## config.mk

```make
export PLATFORM = sky130hd
export DESIGN_NAME = program_loader_flat
export DESIGN_NICKNAME = d
export VERILOG_FILES = /design/src/rtl/program_loader_if.sv /design/src/rtl/program_loader.sv /design/src/flat_wrapper.sv
export SDC_FILE = /design/constraint.sdc
export NUM_CORES = 1
export LEC_CHECK = 0
export ABC_AREA = 1
export CAP_MARGIN = 20
export CELL_PAD_IN_SITES_DETAIL_PLACEMENT = 0
export CELL_PAD_IN_SITES_GLOBAL_PLACEMENT = 1
export CORE_ASPECT_RATIO = 1.25
export CORE_MARGIN = 2
export CORE_UTILIZATION = 39
export DETAILED_ROUTE_END_ITERATION = 10
export GPL_ROUTABILITY_DRIVEN = 1
export PLACE_DENSITY = 0.82
export RECOVER_POWER = 100
export SLEW_MARGIN = 20
export SYNTH_ARGS = -nofsm -noshare
export SYNTH_HDL_FRONTEND = slang
export SYNTH_SLANG_ARGS = --single-unit
export TNS_END_PERCENT = 20
```

## constraint.sdc

```tcl
create_clock -name CLK -period 1.8 [get_ports CLK]
set_clock_uncertainty 0.15 [all_clocks]
set_input_delay 0.36 -clock CLK [delete_from_list [all_inputs] [get_ports CLK]]
set_output_delay 0.36 -clock CLK [all_outputs]
set_load 0.02 [all_outputs]
```

## src/rtl/program_loader_if.sv

```systemverilog
// Stream input and RAM write port of the program loader.
// LOADER_READBACK_EN adds the RAM read-data return path rb_data.
interface program_loader_if #(
    parameter int ADDR_W = 4,
    parameter int DATA_W = 8
);
    logic              in_valid;
    logic [DATA_W-1:0] in_data;
    logic              in_ready;
    logic [ADDR_W-1:0] mem_addr;
    logic              mem_rw;
    logic [DATA_W-1:0] mem_data;
`ifdef LOADER_READBACK_EN
    logic [DATA_W-1:0] rb_data;
`endif

    // master: the loader itself; slave: stream source plus RAM
    modport master (
        input  in_valid, in_data,
`ifdef LOADER_READBACK_EN
        input  rb_data,
`endif
        output in_ready, mem_addr, mem_rw, mem_data
    );
    modport slave (
        output in_valid, in_data,
`ifdef LOADER_READBACK_EN
        output rb_data,
`endif
        input  in_ready, mem_addr, mem_rw, mem_data
    );
endinterface

```

## src/rtl/program_loader.sv

```systemverilog
// Loads a framed byte stream (length, words, checksum) into the instruction RAM.
// Optional LOADER_READBACK_EN re-reads the RAM and checks its sum before DONE.
module program_loader #(
    parameter int ADDR_W = 4,
    parameter int DATA_W = 8
) (
    input  logic              CLK,
    input  logic              RST_N,
    input  logic              start,
    program_loader_if.master  bus,
    output logic              cpu_hold,
    output logic              done,
    output logic              err
);
    localparam int DEPTH = 1 << ADDR_W;

    typedef enum logic [2:0] {
        S_IDLE, S_LEN, S_DATA, S_WRITE, S_CSUM, S_DONE, S_ERR, S_VERIFY
    } state_t;

    state_t            state, state_d;
    logic [ADDR_W-1:0] ptr, ptr_d;
    logic [ADDR_W:0]   count, count_d;
    logic [DATA_W-1:0] sum, sum_d;
    logic [DATA_W-1:0] wbyte, wbyte_d;
    logic              rdy_q, rdy_d;
    logic              xfer;
`ifdef LOADER_READBACK_EN
    logic [ADDR_W:0]   n_len, n_len_d;
    logic [ADDR_W:0]   vcnt, vcnt_d;
    logic [DATA_W-1:0] rb_sum, rb_sum_d, rb_acc;
    logic              rb_pend, rb_pend_d;
`endif

    assign xfer = bus.in_valid && rdy_q;

    always_ff @(posedge CLK or negedge RST_N) begin
        if (!RST_N) begin
            state   <= S_IDLE;
            ptr     <= '0;
            count   <= '0;
            sum     <= '0;
            wbyte   <= '0;
            rdy_q   <= 1'b0;
`ifdef LOADER_READBACK_EN
            n_len   <= '0;
            vcnt    <= '0;
            rb_sum  <= '0;
            rb_pend <= 1'b0;
`endif
        end else begin
            state   <= state_d;
            ptr     <= ptr_d;
            count   <= count_d;
            sum     <= sum_d;
            wbyte   <= wbyte_d;
            rdy_q   <= rdy_d;
`ifdef LOADER_READBACK_EN
            n_len   <= n_len_d;
            vcnt    <= vcnt_d;
            rb_sum  <= rb_sum_d;
            rb_pend <= rb_pend_d;
`endif
        end
    end

    always_comb begin
        state_d   = state;
        ptr_d     = ptr;
        count_d   = count;
        sum_d     = sum;
        wbyte_d   = wbyte;
`ifdef LOADER_READBACK_EN
        n_len_d   = n_len;
        vcnt_d    = vcnt;
        rb_sum_d  = rb_sum;
        rb_pend_d = rb_pend;
        rb_acc    = rb_pend ? rb_sum + bus.rb_data : rb_sum;
`endif
        case (state)
            S_IDLE, S_DONE, S_ERR: begin
                if (start) begin
                    state_d = S_LEN;
                    ptr_d   = '0;
                    sum_d   = '0;
                end
            end
            S_LEN: begin
                if (xfer) begin
                    if (bus.in_data == '0 || int'(bus.in_data) > DEPTH) begin
                        state_d = S_ERR;
                    end else begin
                        count_d = (ADDR_W+1)'(bus.in_data);
`ifdef LOADER_READBACK_EN
                        n_len_d = (ADDR_W+1)'(bus.in_data);
`endif
                        state_d = S_DATA;
                    end
                end
            end
            S_DATA: begin
                if (xfer) begin
                    wbyte_d = bus.in_data;
                    sum_d   = sum + bus.in_data;
                    state_d = S_WRITE;
                end
            end
            S_WRITE: begin
                // ptr wraps naturally, so a full-depth frame leaves it at 0
                ptr_d   = ptr + 1'b1;
                count_d = count - 1'b1;
                state_d = (count == 1) ? S_CSUM : S_DATA;
            end
            S_CSUM: begin
                if (xfer) begin
                    if (bus.in_data == sum) begin
`ifdef LOADER_READBACK_EN
                        state_d   = S_VERIFY;
                        vcnt_d    = '0;
                        rb_sum_d  = '0;
                        rb_pend_d = 1'b0;
`else
                        state_d   = S_DONE;
`endif
                    end else begin
                        state_d = S_ERR;
                    end
                end
            end
`ifdef LOADER_READBACK_EN
            S_VERIFY: begin
                // read data lags the address by one cycle; the last word lands on cycle N
                rb_sum_d = rb_acc;
                if (vcnt < n_len) begin
                    vcnt_d    = vcnt + 1'b1;
                    rb_pend_d = 1'b1;
                end else begin
                    rb_pend_d = 1'b0;
                    state_d   = (rb_acc == sum) ? S_DONE : S_ERR;
                end
            end
`endif
            default: state_d = S_IDLE;
        endcase
        rdy_d = (state_d == S_LEN) || (state_d == S_DATA) || (state_d == S_CSUM);
    end

    assign bus.in_ready = rdy_q;
    assign bus.mem_rw   = (state != S_WRITE);
    assign bus.mem_data = wbyte;
`ifdef LOADER_READBACK_EN
    assign bus.mem_addr = (state == S_VERIFY) ? vcnt[ADDR_W-1:0] : ptr;
`else
    assign bus.mem_addr = ptr;
`endif
    assign cpu_hold = !((state == S_IDLE) || (state == S_DONE));
    assign done     = (state == S_DONE);
    assign err      = (state == S_ERR);

endmodule
```

## src/flat_wrapper.sv

```systemverilog
// flat-port wrapper written by rule: the top's interface ports become plain ports
module program_loader_flat 
#(
    parameter int ADDR_W = 4,
    parameter int DATA_W = 8
)
  (CLK, RST_N, start, cpu_hold, done, err, bus_in_valid, bus_in_data, bus_in_ready, bus_mem_addr, bus_mem_rw, bus_mem_data);
  program_loader_if #(.ADDR_W(ADDR_W), .DATA_W(DATA_W)) bus_i ();
  input  logic CLK;
  input  logic RST_N;
  input  logic start;
  output logic cpu_hold;
  output logic done;
  output logic err;
  input wire logic [$bits(bus_i.in_valid)-1:0] bus_in_valid;
  input wire logic [$bits(bus_i.in_data)-1:0] bus_in_data;
  output wire logic [$bits(bus_i.in_ready)-1:0] bus_in_ready;
  output wire logic [$bits(bus_i.mem_addr)-1:0] bus_mem_addr;
  output wire logic [$bits(bus_i.mem_rw)-1:0] bus_mem_rw;
  output wire logic [$bits(bus_i.mem_data)-1:0] bus_mem_data;
  assign bus_i.in_valid = bus_in_valid;
  assign bus_i.in_data = bus_in_data;
  assign bus_in_ready = bus_i.in_ready;
  assign bus_mem_addr = bus_i.mem_addr;
  assign bus_mem_rw = bus_i.mem_rw;
  assign bus_mem_data = bus_i.mem_data;
  program_loader #(.ADDR_W(ADDR_W), .DATA_W(DATA_W)) u_core (.CLK(CLK), .RST_N(RST_N), .start(start), .bus(bus_i), .cpu_hold(cpu_hold), .done(done), .err(err));
endmodule
```

Yosys cells after proc, flatten, opt, wreduce, memory -nomap -nowiden:

Cells that the tools add are included.

* flip-flop bits (word level): 29
* bits in latches: 0
* RAM bits: 0
* memory bits (read-only): 0
* input bits: 12
* output and inout port bits: 17
* logic and storage cells: 58
* memories kept: 0

* add/sub/neg operators: 3
* $mul: 0
* div/mod/pow operators: 0
* magnitude comparators: 1
* equality and inequality tests: 16
* shift-type cells: 0
* multiplexer cells: 16
* bitwise operators: 0
* reduce and logical (&&, ||, !) cells: 16

Operators with widths (number)
* $mux 3: 6
* $mux 8: 2
* $pmux 8 s2: 1
* $pmux 3 s5: 1
* $eq 3x3->1 const B: 4
* $mux 5: 2
* $pmux 5 s2: 1
* $eq 3x2->1 const B: 3
* $add 8x8->8: 1
* $eq 8x8->1: 1
* $gt 8x5->1 const B: 1
* $logic_not 8->1: 1
* $pmux 4 s2: 1
* $eq 3x1->1 const B: 2
* $reduce_and 3->1: 2
* $reduce_bool 2->1: 3
* $eq 5x1->1 const B: 1
* $sub 5x1->5 const B: 1
* $add 4x1->4 const B: 1
* $logic_or 1x1->1: 4
* $mux 4: 1
* $ne 2x1->1 const B: 2
* $ne 2x2->1 const B: 2
* $reduce_and 2->1: 2
* 6 further kinds: 6

Logic depth before layout (Yosys ltp):

Gate-level depths: netlist (run 1).

* depth after elaboration: 8
* gate-level depth with buffers: 11
* gate-level depth less buffers: 11

Worst setup path after synthesis (run 1):

OpenSTA, ideal clock, no wires.

* path type: input -> register
* from: input port bus_in_data[0]
* to: register u_core.sum[6]
* setup time: 83 ps
* data arrival time: 1404 ps
* data required time: 1567 ps
* path slack: 163 ps
* stages: 6
* path buffers: 0
* cells stage by stage: ha_1 > fa_1 > nand4_1 > nand3_1 > xor2_1 > o21ai_0

* word-level cells in the longest chain between the ends: 3

RTL lines
* start, declared: RTL line flat_wrapper.sv:16 `input wire logic [$bits(bus_i.in_data)-1:0] bus_in_data;`
* $add 8x8->8: RTL line program_loader.sv:104 `sum_d = sum + bus.in_data;`
* $mux 8: RTL line program_loader.sv:102 `if (xfer) begin`
* $pmux 8 s2: RTL line program_loader.sv:80 `case (state)`
* end signal, assigned: RTL line program_loader.sv:55 `sum <= sum_d;`
* end, declared: RTL line program_loader.sv:24 `logic [DATA_W-1:0] sum, sum_d;`

Every way passes these cells. The select of a mux whose other input is x is not followed.
A chain may end at the register's enable or synchronous reset.

Worst setup path in the final report (run 1):

* from: register u_core.wbyte[0] (netlist: u_core.bus.mem_data[0])
* to: output port bus_mem_data[0]

RTL lines
* start, declared: RTL line program_loader.sv:25 `logic [DATA_W-1:0] wbyte, wbyte_d;`
* start signal, assigned: RTL line program_loader.sv:56 `wbyte <= wbyte_d;`
* end, declared: RTL line flat_wrapper.sv:20 `output wire logic [$bits(bus_i.mem_data)-1:0] bus_mem_data;`

No word-level cell between the ends.

==> results.tsv, run 1 <==
metric	value	unit
clkTransAtPathRegs	0.07	ns
num_rows	27	
reg2reg_to	u_core.bus.in_ready	
fin_setup_tns	0	ns
drt-wirelength-per-cell	12.1	µm
drc	0	
die_y	80.5	µm
crit_path_max_incr_delay	0.62	ns
setup_ws	0.0291	ns
final_nets	324	
switchingPower	1.80	mW
drv_cap	0	
final-max-slew-violation-count	0	
swShare	43.2	%
cp.buffers_inverters	1	
synth_top_flop_cell	dfrtp_1	
worst_slew_pin_slew	0.770	ns
drive_gt1_share	24.2	%
cp.depth	1	
clk-insertion-delay-late	0.29	ns
p_per_area	1610	nW/µm²
p_seq_share	28.0	%
fin_util	57.8	%
finalSetupViolations	0	
design.core.area	4460	µm²
yosysWarnings	0	
fillers	426	
vias_per_cell	4.82	
cellLeakagePower	1.38	nW
holdBufCountCts	0	
crit_chain	clkdlybuf4s50_1	
synth_area	1820	µm²
place_ws	-0.434	ns
ys_types	28	
die_width	65.2	µm
min_period	1.77	ns
crit_slowest_cell	clkdlybuf4s50_1	
met3_usage	3.92	%
grt_use_met1	22.4	%
io_pins	29	
cts-htree-levels	2	
synth.largest_area_cell	dfrtp_1	
syn2layout_area_growth	41.4	%
routed_wl	4.36	mm
reg2reg_slack	0.11	ns
reg2regPathDepth	10	
synth_edf_count	0	
cts.path.max_buffers	2	
grt_pass1_vias	1731	
cts_root_buf	clkbuf_8	
grt_max_degree	30	
ys_seq_area_share	39.8	%
critPathLaunchType	register	
period_share	98.4	%
cpLargestDelayFamily	buffers and inverters	
numCtsBuffers	5	
vias	1734	
grt_pass1_wl	7.60	mm
startpoint	u_core.bus.mem_data[0]	
arrival	1.26	ns
postCtsSetupRepairBufs	0	
cts_tree	yes	
status	finished, final reports clean	
fmax	0.565	GHz
place_hpwl	3.32	mm
grt_setup_unrepaired	yes	
peakVddDrop	0.741	mV
cts.sinks	29	
n_antenna_cell	0	
r2r_start	u_core.state[0]	
ant_nets	0	
start_util	40.9	%
critical_path_class	reg -> out	
crit_fanout	2	
busiest_layer	met2	
final_cells	360	
io_buffers	28	
grt.overflow.total	0	
drt-pass1-iter-count	4	
finalHoldViolations	0	
synth_area_per_cell	7.73	µm²
synth.area.top_cells	dfrtp_1 40%, nand2_1 12%, ha_1 6.9%	
comb_power_share	57.2	%
worstPathRequired	1.29	ns
holdCritPathClass	reg -> reg	
dp.cells	352	
netlist_instances	236	
grtUsageTotal	18.7	%
setup.worst_path.end_class	primary output	
pwr-share-clk	14.8	%
use_met2	32.9	%
die_area	5240	µm²
synth_top_area_share	39.8	%
relSlewSlack	48.7	%
p_int	2.36	mW
endpoint	bus_mem_data[0]	
grt_antenna_before_repair	0	
synthesis.nets	259	
gp_congestion	0.844	
async_flop_share	100	%
synth-seq-cells	29	
drtIter0Drc	65	
-- through the flow --
step | hold WS [ns] | power, mW | area (µm²)
floorplan | -0.0856 | 2.61 | 1820
global placement | 0.317 | 3.48 | 2400
detailed placement | 0.322 | 3.53 | 2400
CTS | 0.313 | 4.12 | 2500
global route | 0.369 | 4.54 | 2580
finish | 0.334 | 4.15 | 2580
-- cells in the final DEF, fill, tap and decap left out, types with 2 or more instances in the layout --
cell,n
a22o_1,2
a31oi_1,3
inv_1,31
nand3_2,4
nand3_1,23
a21o_1,2
ha_1,3
dlymetal6s2s_1,6
o21ai_0,21
nand2_1,57
clkbuf_8,7
nor2_2,3
clkbuf_2,4
nand4_1,4
a21oi_1,5
nor2_1,13
nand2_2,4
xor2_1,6
dlygate4sd2_1,4
inv_2,4
dfrtp_1,29
ha_4,6
clkdlybuf4s50_1,12
buf_4,33
nor3_1,2
a21oi_2,2
-- cell usage after synthesis (3+ instances only) --
| library cell | count |
|---|---|
| o21ai_0 | 21 |
| nand3_1 | 23 |
| inv_2 | 4 |
| dfrtp_1 | 29 |
| nand4_1 | 4 |
| ha_1 | 10 |
| inv_1 | 31 |
| a21oi_1 | 6 |
| a31oi_1 | 3 |
| nor2_1 | 15 |
| nand2_1 | 59 |
| nand3_2 | 4 |
| xor2_1 | 6 |
-- what timing repair did --
item	in CTS	in global routing
setup endpoints to repair	20	18
gates cloned	0	0
pin swaps	1	0
gates resized for setup	19	21
-- sequential cells by signal (all words and copies together), names as in the netlist --
register	cells
u_core.bus.mem_data	8
u_core.sum	8
u_core.count	5
u_core.bus.mem_addr	4
u_core.state	3
u_core.bus.in_ready	1
-- cell type report --
cell class	count	area [µm²]	share of cell area, %
timing repair buffer	62	519	20.1
multi-input combinational	168	1030	39.9
sequential	29	726	28.1
inverter	35	131	5.09
clock buffer	7	96.3	3.74
clock inverter	1	5.00	0.194
tap	58	72.6	2.81
-- logic make-up (layout without fill, tap and decap cells) --
family / Yosys count / count (layout) / synth area share, %
compound gates: 37 / 37 / 11.6
xor+xnor: 7 / 7 / 3.36
flops: 29 / 29 / 39.8
buf+inv: 39 / 105 / 8.98
fa+ha+maj: 11 / 11 / 7.96
simple gates: 113 / 113 / 28.3
-- power groups by stage --
stage          Combinational (mW)  Clock (mW)  Sequential [mW]
4_1_cts                      2.34       0.631             1.15
3_5_place_dp                 2.37           0             1.15
3_3_place_gp                 2.33           0             1.15
2_1_floorplan                1.32           0             1.29
5_1_grt                      2.68       0.655             1.21
6_report                     2.37       0.615             1.16
-- how the worst min path moves through the flow --
stage	from	end	slack [ns]	cells past startpoint
CTS	RST_N	u_core.bus.mem_data[2]	0.31	2
finish	u_core.bus.mem_data[6]	u_core.bus.mem_data[6]	0.33	2
global route	u_core.sum[0]	u_core.sum[0]	0.37	1
global placement	u_core.bus.mem_data[6]	u_core.bus.mem_data[6]	0.32	2
floorplan	RST_N	u_core.bus.in_ready	-0.09	0
detailed placement	u_core.bus.mem_data[6]	u_core.bus.mem_data[6]	0.32	2
-- per-layer routing --
layer | share of wire (%) | up-vias
met2 | 48 | 27
met5 | 0 | -
met1 | 47 | 798
met4 | 1.6 | 0
li1 | - | 901
met3 | 3.4 | 8
Note: power is estimated with default switching activity, not from simulation.
==> run 2, diff against run 1 <==
CTS_CLUSTER_SIZE = 16   (was not set)
clock period = 1.95 ns   (was 1.8 ns; I/O delays follow)
==> run 2 against run 1 <==
Effect of this change: hold slack gained 0.0014 ns; total power down 11%; sequential power is 8% lower; register-to-register slack better by 0.08 ns; first-iteration DRC count is 3.1% lower; wire length is 1.0% lower; critical path depth up 5; global-route usage is 0.27 points lower; core utilization down 1.9 points; critical endpoint is now u_core.sum[4].
==> results.tsv, run 2 (same netlist as run 1, synthesis figures left out) <==
metric	value	unit
grt_pass1_wl	7.34	mm
gp_congestion	0.859	
drc	0	
grt_pass1_vias	1609	
peakVddDrop	0.564	mV
design.core.area	4460	µm²
reg2reg_slack	0.19	ns
endpoint	u_core.sum[4]	
final_cells	355	
syn2layout_area_growth	36.8	%
drv_cap	0	
final-max-slew-violation-count	0	
num_rows	27	
grtUsageTotal	18.5	%
final_nets	319	
arrival	1.90	ns
drive_gt1_share	19.5	%
clkTransAtPathRegs	0.06	ns
vias_per_cell	4.83	
reg2reg_to	u_core.bus.in_ready	
grt.overflow.total	0	
reg2regPathDepth	11	
whs	0.336	ns
relSlewSlack	49.6	%
cellLeakagePower	1.32	nW
fmax	0.527	GHz
dp.cells	347	
total_power	3.70	mW
hold_depth	2	
r2r_start	u_core.sum[1]	
die_y	80.5	µm
fin_util	56.0	%
drt-pass1-iter-count	5	
start_util	40.9	%
clk-insertion-delay-late	0.28	ns
drt-wirelength-per-cell	12.2	µm
cts.sinks	29	
setup_ws	0.0529	ns
setup.worst_path.end_class	register	
final_cell_mix	58 x nand2_1, 32 x inv_1, 29 x dfrtp_1	
routed_wl	4.32	mm
cpLargestDelayFamily	adder cells	
crit_slowest_cell	clkdlybuf4s50_1	
final_common_cell	nand2_1	
status	finished, final reports clean	
holdBufCountCts	0	
n_antenna_cell	0	
period_share	97.3	%
crit_path_max_incr_delay	0.44	ns
crit_fanout	3	
drtIter0Drc	63	
place_ws	-0.292	ns
cts-htree-levels	2	
io_pins	29	
place_area	2360	µm²
worstPathRequired	1.96	ns
io_buffers	28	
critical_path_class	in -> reg	
numCtsBuffers	5	
grt_antenna_before_repair	0	
cp.depth	6	
holdCritPathClass	reg -> reg	
grt_max_degree	30	
cts_tree	yes	
stdcell_area	2500	µm²
cts_root_buf	clkbuf_8	
place_hpwl	3.18	mm
finalSetupViolations	0	
startpoint	bus_in_data[0]	
cts.path.max_buffers	2	
p_per_area	1480	nW/µm²
finalHoldViolations	0	
die_width	65.2	µm
grt_setup_unrepaired	yes	
min_period	1.90	ns
die_area	5240	µm²
vias	1714	
critPathLaunchType	input pin	
ant_nets	0	
postCtsSetupRepairBufs	0	
fin_setup_tns	0	ns
worst_slew_pin_slew	0.756	ns
crit_chain	clkdlybuf4s50_1, ha_1, fa_1, a31oi_1, xor2_1, o21ai_0	
cp.buffers_inverters	1	
## run 2: cell types whose count changed in the layout (fill, tap and decap cells not counted), sizes merged, moves of 2 or more
cell and delta:
buf -6, clkdlybuf4s50 +6, clkbuf -3, dlygate4sd2 -2
dlymetal6s2s -2
## run 2: worst min-delay path by stage
stage                                 from                      to  slack (ns)
floorplan                            RST_N     u_core.bus.in_ready       -0.06
global placement           u_core.count[1]         u_core.count[1]        0.32
detailed placement  u_core.bus.mem_data[6]  u_core.bus.mem_data[6]        0.32
CTS                 u_core.bus.mem_data[6]  u_core.bus.mem_data[6]        0.34
global route                 u_core.sum[6]           u_core.sum[6]        0.38
finish              u_core.bus.mem_data[6]  u_core.bus.mem_data[6]        0.34
## run 2: final cells by class
type / count / area (µm²)
Clock buffer: 6 / 72.6
Clock inverter: 2 / 10.0
Fill cell: 453 / 1960
Inverter: 35 / 131
Multi-Input combinational cell: 168 / 991
Sequential cell: 29 / 726
Tap cell: 58 / 72.6
Timing Repair Buffer: 57 / 493
## run 2: where the power goes
part	leakage, nW	internal, mW	switching (mW)	total, mW
logic	0.910	0.954	1.19	2.15
clock network	0.0450	0.247	0.237	0.483
registers	0.369	0.869	0.202	1.07
## run 2: what timing repair did
| action | in CTS | in global routing |
|---|---|---|
| endpoints found under the setup margin | 5 | 14 |
| pin swaps | 0 | 2 |
| gates resized for setup | 4 | 19 |
## run 2: metal layers
metal	up-vias	GRT usage (%)	wire (µm)
li1	883	-	-
met1	798	22.5	1960
met2	25	30.9	2140
met3	8	4.62	123
met4	0	7.50	96
met5	-	0	0
## run 2: worst min-delay path: stages, from the launching register on
cell	delay [ns]
dfrtp_1	0.35
nand2_1	0.05
nand2_1	0.06
==> RTL change 1, RTL diff (config.mk and constraints of run 2) <==
Register the output `err`, cleared by the reset; this adds one clock of latency there. The other outputs are not delayed to match.
--- a/src/rtl/program_loader.sv
+++ b/src/rtl/program_loader.sv
@@ -156,5 +156,11 @@
     assign cpu_hold = !((state == S_IDLE) || (state == S_DONE));
     assign done     = (state == S_DONE);
-    assign err      = (state == S_ERR);
+    always_ff @(posedge CLK or negedge RST_N) begin
+        if (!RST_N) begin
+            err <= '0;
+        end else begin
+            err <= (state == S_ERR);
+        end
+    end
 
 endmodule
Check against the original RTL: not equivalent (Yosys sat finds a counterexample within 4 cycles, from zero or initial values and one cycle with RST_N low).
==> RTL change 1 against run 2 <==
  * Combinational power shrank 2%
  * Global-route usage rose by 1.1 points
  * Cell area grew 3.2%
  * Cell count increased by 4.5%
  * Clock power down 1%
  * Area after synthesis is 3.5% higher
  * Sequential cell count grew 1
  * Die area grew 3.3%
  * Critical path depth decreased by 5
  * Setup slack improved by 13 ps
  * Synthesized cell count rose by 3.4%
  * Power shrank 1.2%
  * Non-clock buffer count grew 8
  * Routed wire length increased by 5.0%
==> RTL change 1: results (changes against run 2) <==
CP arrival 1340 ps (was 1900 ps); CP max stage cell clkdlybuf4s50_1 (unchanged); vias in the first global route 1744 (was 1609); Synth Flop Type dfrtp_1 (unchanged); synth warn 0 (unchanged); Post-synth ARST share 100% (unchanged); H-Tree Depth 2 (unchanged); Antenna Diode Count 0 (unchanged); initial antenna violation count 0 (unchanged); Critical Path Max Stage Delay 630 ps (was 440 ps); Static Leak 1.36 nW (was 1.32 nW); Worst-path clk slew 70 ps; antenna viol nets, final 0 (unchanged); family with the most delay on the worst path buffers and inverters (was adder cells); Setup WS pre-CTS -351 ps (was -292 ps); Worst Hold Class in2reg (was reg2reg); Routed WL 4540 um (was 4320 um); DRT iter0 DRCs 88 (was 63); ranking of synthesized cells by area dfrtp_1, nand2_1, ha_1 (unchanged); syn_nets 267 (was 259); status finished clean (unchanged); layout cells sized above 1 21.5% (was 19.5%); Detailed Routing Iterations Pass 1 4 (was 5); Commonest cells post-synth nand2_1, dfrtp_1, inv_1 (was nand2_1, inv_1, dfrtp_1); crit path max fanout 5 (was 3); first-pass GRT wire length 7910 um (was 7340 um); # nets final 334 (was 319); largest net degree at the start of global routing 31 (was 30); met3 GRT Util 3.70% (was 4.62%); global-route usage over all layers 19.5% (was 18.5%); GR Util met1 24.2% (was 22.5%); Post-Place Cell Area 0.00247 mm^2 (was 0.00236 mm^2); met2 Track Usage GR 33.2% (was 30.9%); Distinct cells, synth 36 (was 28); Max IR drop VDD 0.635 mV (was 0.564 mV); worst slew pin tran 779 ps (was 756 ps); root buf cell clkbuf_8 (unchanged); Worst Hold Path Cells 4 (was 2); count of input and output buffers 28 (unchanged); post-DP HPWL 3440 um (was 3180 um); RePlAce Congestion 0.842 (was 0.859); Reg2Reg Depth 9 (was 11); vias per cell 4.76 (was 4.83); Filler Cell Count 463 (was 453); sequential-to-total area share from yosys stat 39.8% (about the same)
[RTL change 1: per-stage QoR]
step | power, mW | hold slack [ps] | std cells | utilization, %
finish | 3.66 | 304 | 371 | 54.9
global route | 4.01 | 344 | 371 | 54.9
CTS | 3.73 | 333 | 369 | 54.4
detailed placement | 3.25 | 317 | 362 | 52.7
global placement | 3.21 | 313 | 362 | 52.7
floorplan | 2.37 | -55.6 | 244 | -
[RTL change 1: per-layer routing]
layer,up-vias,wire (um),part of all wire (%)
met5,-,0,0
met2,32,2220,49
met4,0,103,2.3
met1,807,2080,46
met3,9,129,2.8
li1,918,-,-
[RTL change 1: path summary, 6_finish.rpt]
check	start	to	slack, ps
max	u_core.bus.mem_addr[0]	bus_mem_addr[0]	70
min	bus_in_data[5]	u_core.bus.mem_data[5]	300
max reg2reg	u_core.state[2]	u_core.count[4]	130
min reg2reg	u_core.bus.mem_data[2]	u_core.bus.mem_data[2]	320
max in group asynchronous	RST_N	u_core.sum[0]	590
min in group asynchronous	RST_N	u_core.sum[7]	550
[RTL change 1: final cells by class]
type                            instances  area (um^2)  share of cell area, %
Multi-Input combinational cell        172          996                   38.7
Sequential cell                        30          751                   29.1
Timing Repair Buffer                   65          537                   20.8
Inverter                               37          139                   5.39
Tap cell                               60         75.1                   2.91
Clock buffer                            5         68.8                   2.67
Clock inverter                          2         10.0                  0.389
[RTL change 1: cell families (layout without fill, tap and decap cells)]
kind of cell	count (synthesis)	after routing	share of synthesized area, %
compound gates	37	37	11.9
xor+xnor	5	5	2.32
fa+ha+maj	11	11	7.69
buf+inv	42	109	9.08
flops	30	30	39.8
simple gates	119	119	29.2
[RTL change 1: where the power goes]
group / leakage [nW] / internal [mW] / total [mW] / switching, mW
clock: 0.0438 / 0.239 / 0.477 / 0.238
sequential: 0.380 / 0.883 / 1.07 / 0.187
combinational: 0.941 / 0.919 / 2.11 / 1.19
total: 1.36 / 2.04 / 3.66 / 1.62
[RTL change 1: what timing repair did]
action                     CTS  global route
hold buffers                 0             0
gates resized for setup      7            17
buffers inserted             0             2
pin swaps                    2             9
setup endpoints to repair    5            13
gates cloned                 0             0
==> RTL change 2, RTL diff (config.mk and constraints of run 2) <==
Made on the original files. `DATA_W` is set to 8 in 3 places; all go to 10.
--- a/src/rtl/program_loader_if.sv
+++ b/src/rtl/program_loader_if.sv
@@ -3,5 +3,5 @@
 interface program_loader_if #(
     parameter int ADDR_W = 4,
-    parameter int DATA_W = 8
+    parameter int DATA_W = 10
 );
     logic              in_valid;
--- a/src/rtl/program_loader.sv
+++ b/src/rtl/program_loader.sv
@@ -3,5 +3,5 @@
 module program_loader #(
     parameter int ADDR_W = 4,
-    parameter int DATA_W = 8
+    parameter int DATA_W = 10
 ) (
     input  logic              CLK,
--- a/src/flat_wrapper.sv
+++ b/src/flat_wrapper.sv
@@ -3,5 +3,5 @@
 #(
     parameter int ADDR_W = 4,
-    parameter int DATA_W = 8
+    parameter int DATA_W = 10
 )
   (CLK, RST_N, start, cpu_hold, done, err, bus_in_valid, bus_in_data, bus_in_ready, bus_mem_addr, bus_mem_rw, bus_mem_data);
Ports: changed (resized bus_in_data and bus_mem_data); port bits go from 29 to 33. The function was not compared with the original's and may differ.
==> RTL change 2 against run 2 <==
  * Sequential cell count grew 4
  * Area after synthesis grew 14%
  * First-iteration DRC count shrank 33%
  * Via count grew 19%
  * Cell area grew 18%
  * Maximum frequency shrank 2.2%
  * Power grew 8.8%
  * Routed wire length grew 19%
  * Setup slack lost 43 ps
  * Largest cell class unchanged
  * Highest routed layer unchanged
==> RTL change 2: results (changes against run 2) <==
layout cells sized above 1 21.5% (was 19.5%); Setup WS pre-CTS -452 ps (was -292 ps); WHS Endpoint u_core.bus.mem_data[5] (was u_core.bus.mem_data[6]); vias in the first global route 1959 (was 1609); Distinct cells, synth 31 (was 28); family with the most delay on the worst path buffers and inverters (was adder cells); largest net degree at the start of global routing 34 (was 30); status finished clean (unchanged); Max IR drop VDD 0.701 mV (was 0.564 mV); count of input and output buffers 32 (was 28); placed insts 407 (was 347); global-route usage over all layers 18.3% (was 18.5%); Post-Place Cell Area 0.00274 mm^2 (was 0.00236 mm^2); syn_nets 306 (was 259); CP arrival 1400 ps (was 1900 ps); # nets final 379 (was 319); gate count of the mapped netlist 279 (was 236); sequential-to-total area share from yosys stat 39.8% (about the same); worst r2r src u_core.sum[0] (was u_core.sum[1]); Routed WL 5150 um (was 4320 um); DRT iter0 DRCs 42 (was 63); Worst Hold Class in2reg (was reg2reg); Worst Hold Path Cells 3 (was 2); Filler Cell Count 486 (was 453); worst reg2reg path endpoint u_core.sum[4] (was u_core.bus.in_ready); CP max stage cell dfrtp_1 (was clkdlybuf4s50_1); ranking of synthesized cells by area dfrtp_1, nand2_1, ha_1 (unchanged); Commonest cells post-synth nand2_1, dfrtp_1, inv_1 (was nand2_1, inv_1, dfrtp_1); vias per cell 4.91 (was 4.83); Slew headroom 43.2% (was 49.6%); first-pass GRT wire length 8660 um (was 7340 um); Final Hold Slack 309 ps (was 336 ps); reg2reg setup slack 30 ps (was 190 ps); RePlAce Congestion 0.799 (was 0.859); Static Leak 1.52 nW (was 1.32 nW)
## RTL change 2: cell types whose count changed after synthesis, moves of 4 or more
cell / delta
nand3_1: -4
nor2_1: +9
a21oi_1: +10
nand2_1: +22
dfrtp_1: +4
## RTL change 2: worst max-delay path by stage
stage | startpoint | to
finish | u_core.state[2] | bus_mem_rw
global route | u_core.sum[0] | u_core.sum[4]
global placement | bus_in_data[0] | u_core.sum[4]
detailed placement | bus_in_data[0] | u_core.sum[4]
CTS | bus_in_data[6] | u_core.bus.in_ready
floorplan | bus_in_data[0] | u_core.sum[4]
## RTL change 2: worst min-delay path, stage by stage
cell and delay [ps]:
dlymetal6s2s_1 160, inv_1 80, o21ai_0 80
## RTL change 2: power by group
part,leakage (nW),switching (mW),internal (mW),total (mW)
Combinational,1.04,1.22,1.03,2.25
Sequential,0.421,0.226,0.964,1.19
Clock,0.0542,0.265,0.319,0.584
## RTL change 2: what timing repair did
item,4_1_cts,5_1_grt
endpoints found under the hold margin,0,0
endpoints found under the setup margin,9,15
pin swaps,2,2
gates resized for setup,8,23
## RTL change 2: cell families after synthesis
family / share of synthesized area, %
fa+ha+maj: 8.19
compound gates: 12.5
xor+xnor: 2.11
simple gates: 30.1
flops: 39.8
buf+inv: 7.29
## RTL change 2: cell type report
class	count	area (um^2)	share of cell area, %
inverter	34	128	4.35
timing repair buffer	70	602	20.5
clock inverter	1	5.00	0.171
multi-input combinational	208	1200	40.9
sequential	33	827	28.2
tap	62	77.6	2.64
clock buffer	7	96.3	3.28
## RTL change 2: routing by layer
layer	vias to the layer above	global-route usage, %	share of wire (%)
li1	1052	-	-
met1	956	21.8	44
met2	22	32.8	52
met3	6	3.17	2.3
met4	0	6.95	1.4
met5	-	0	0
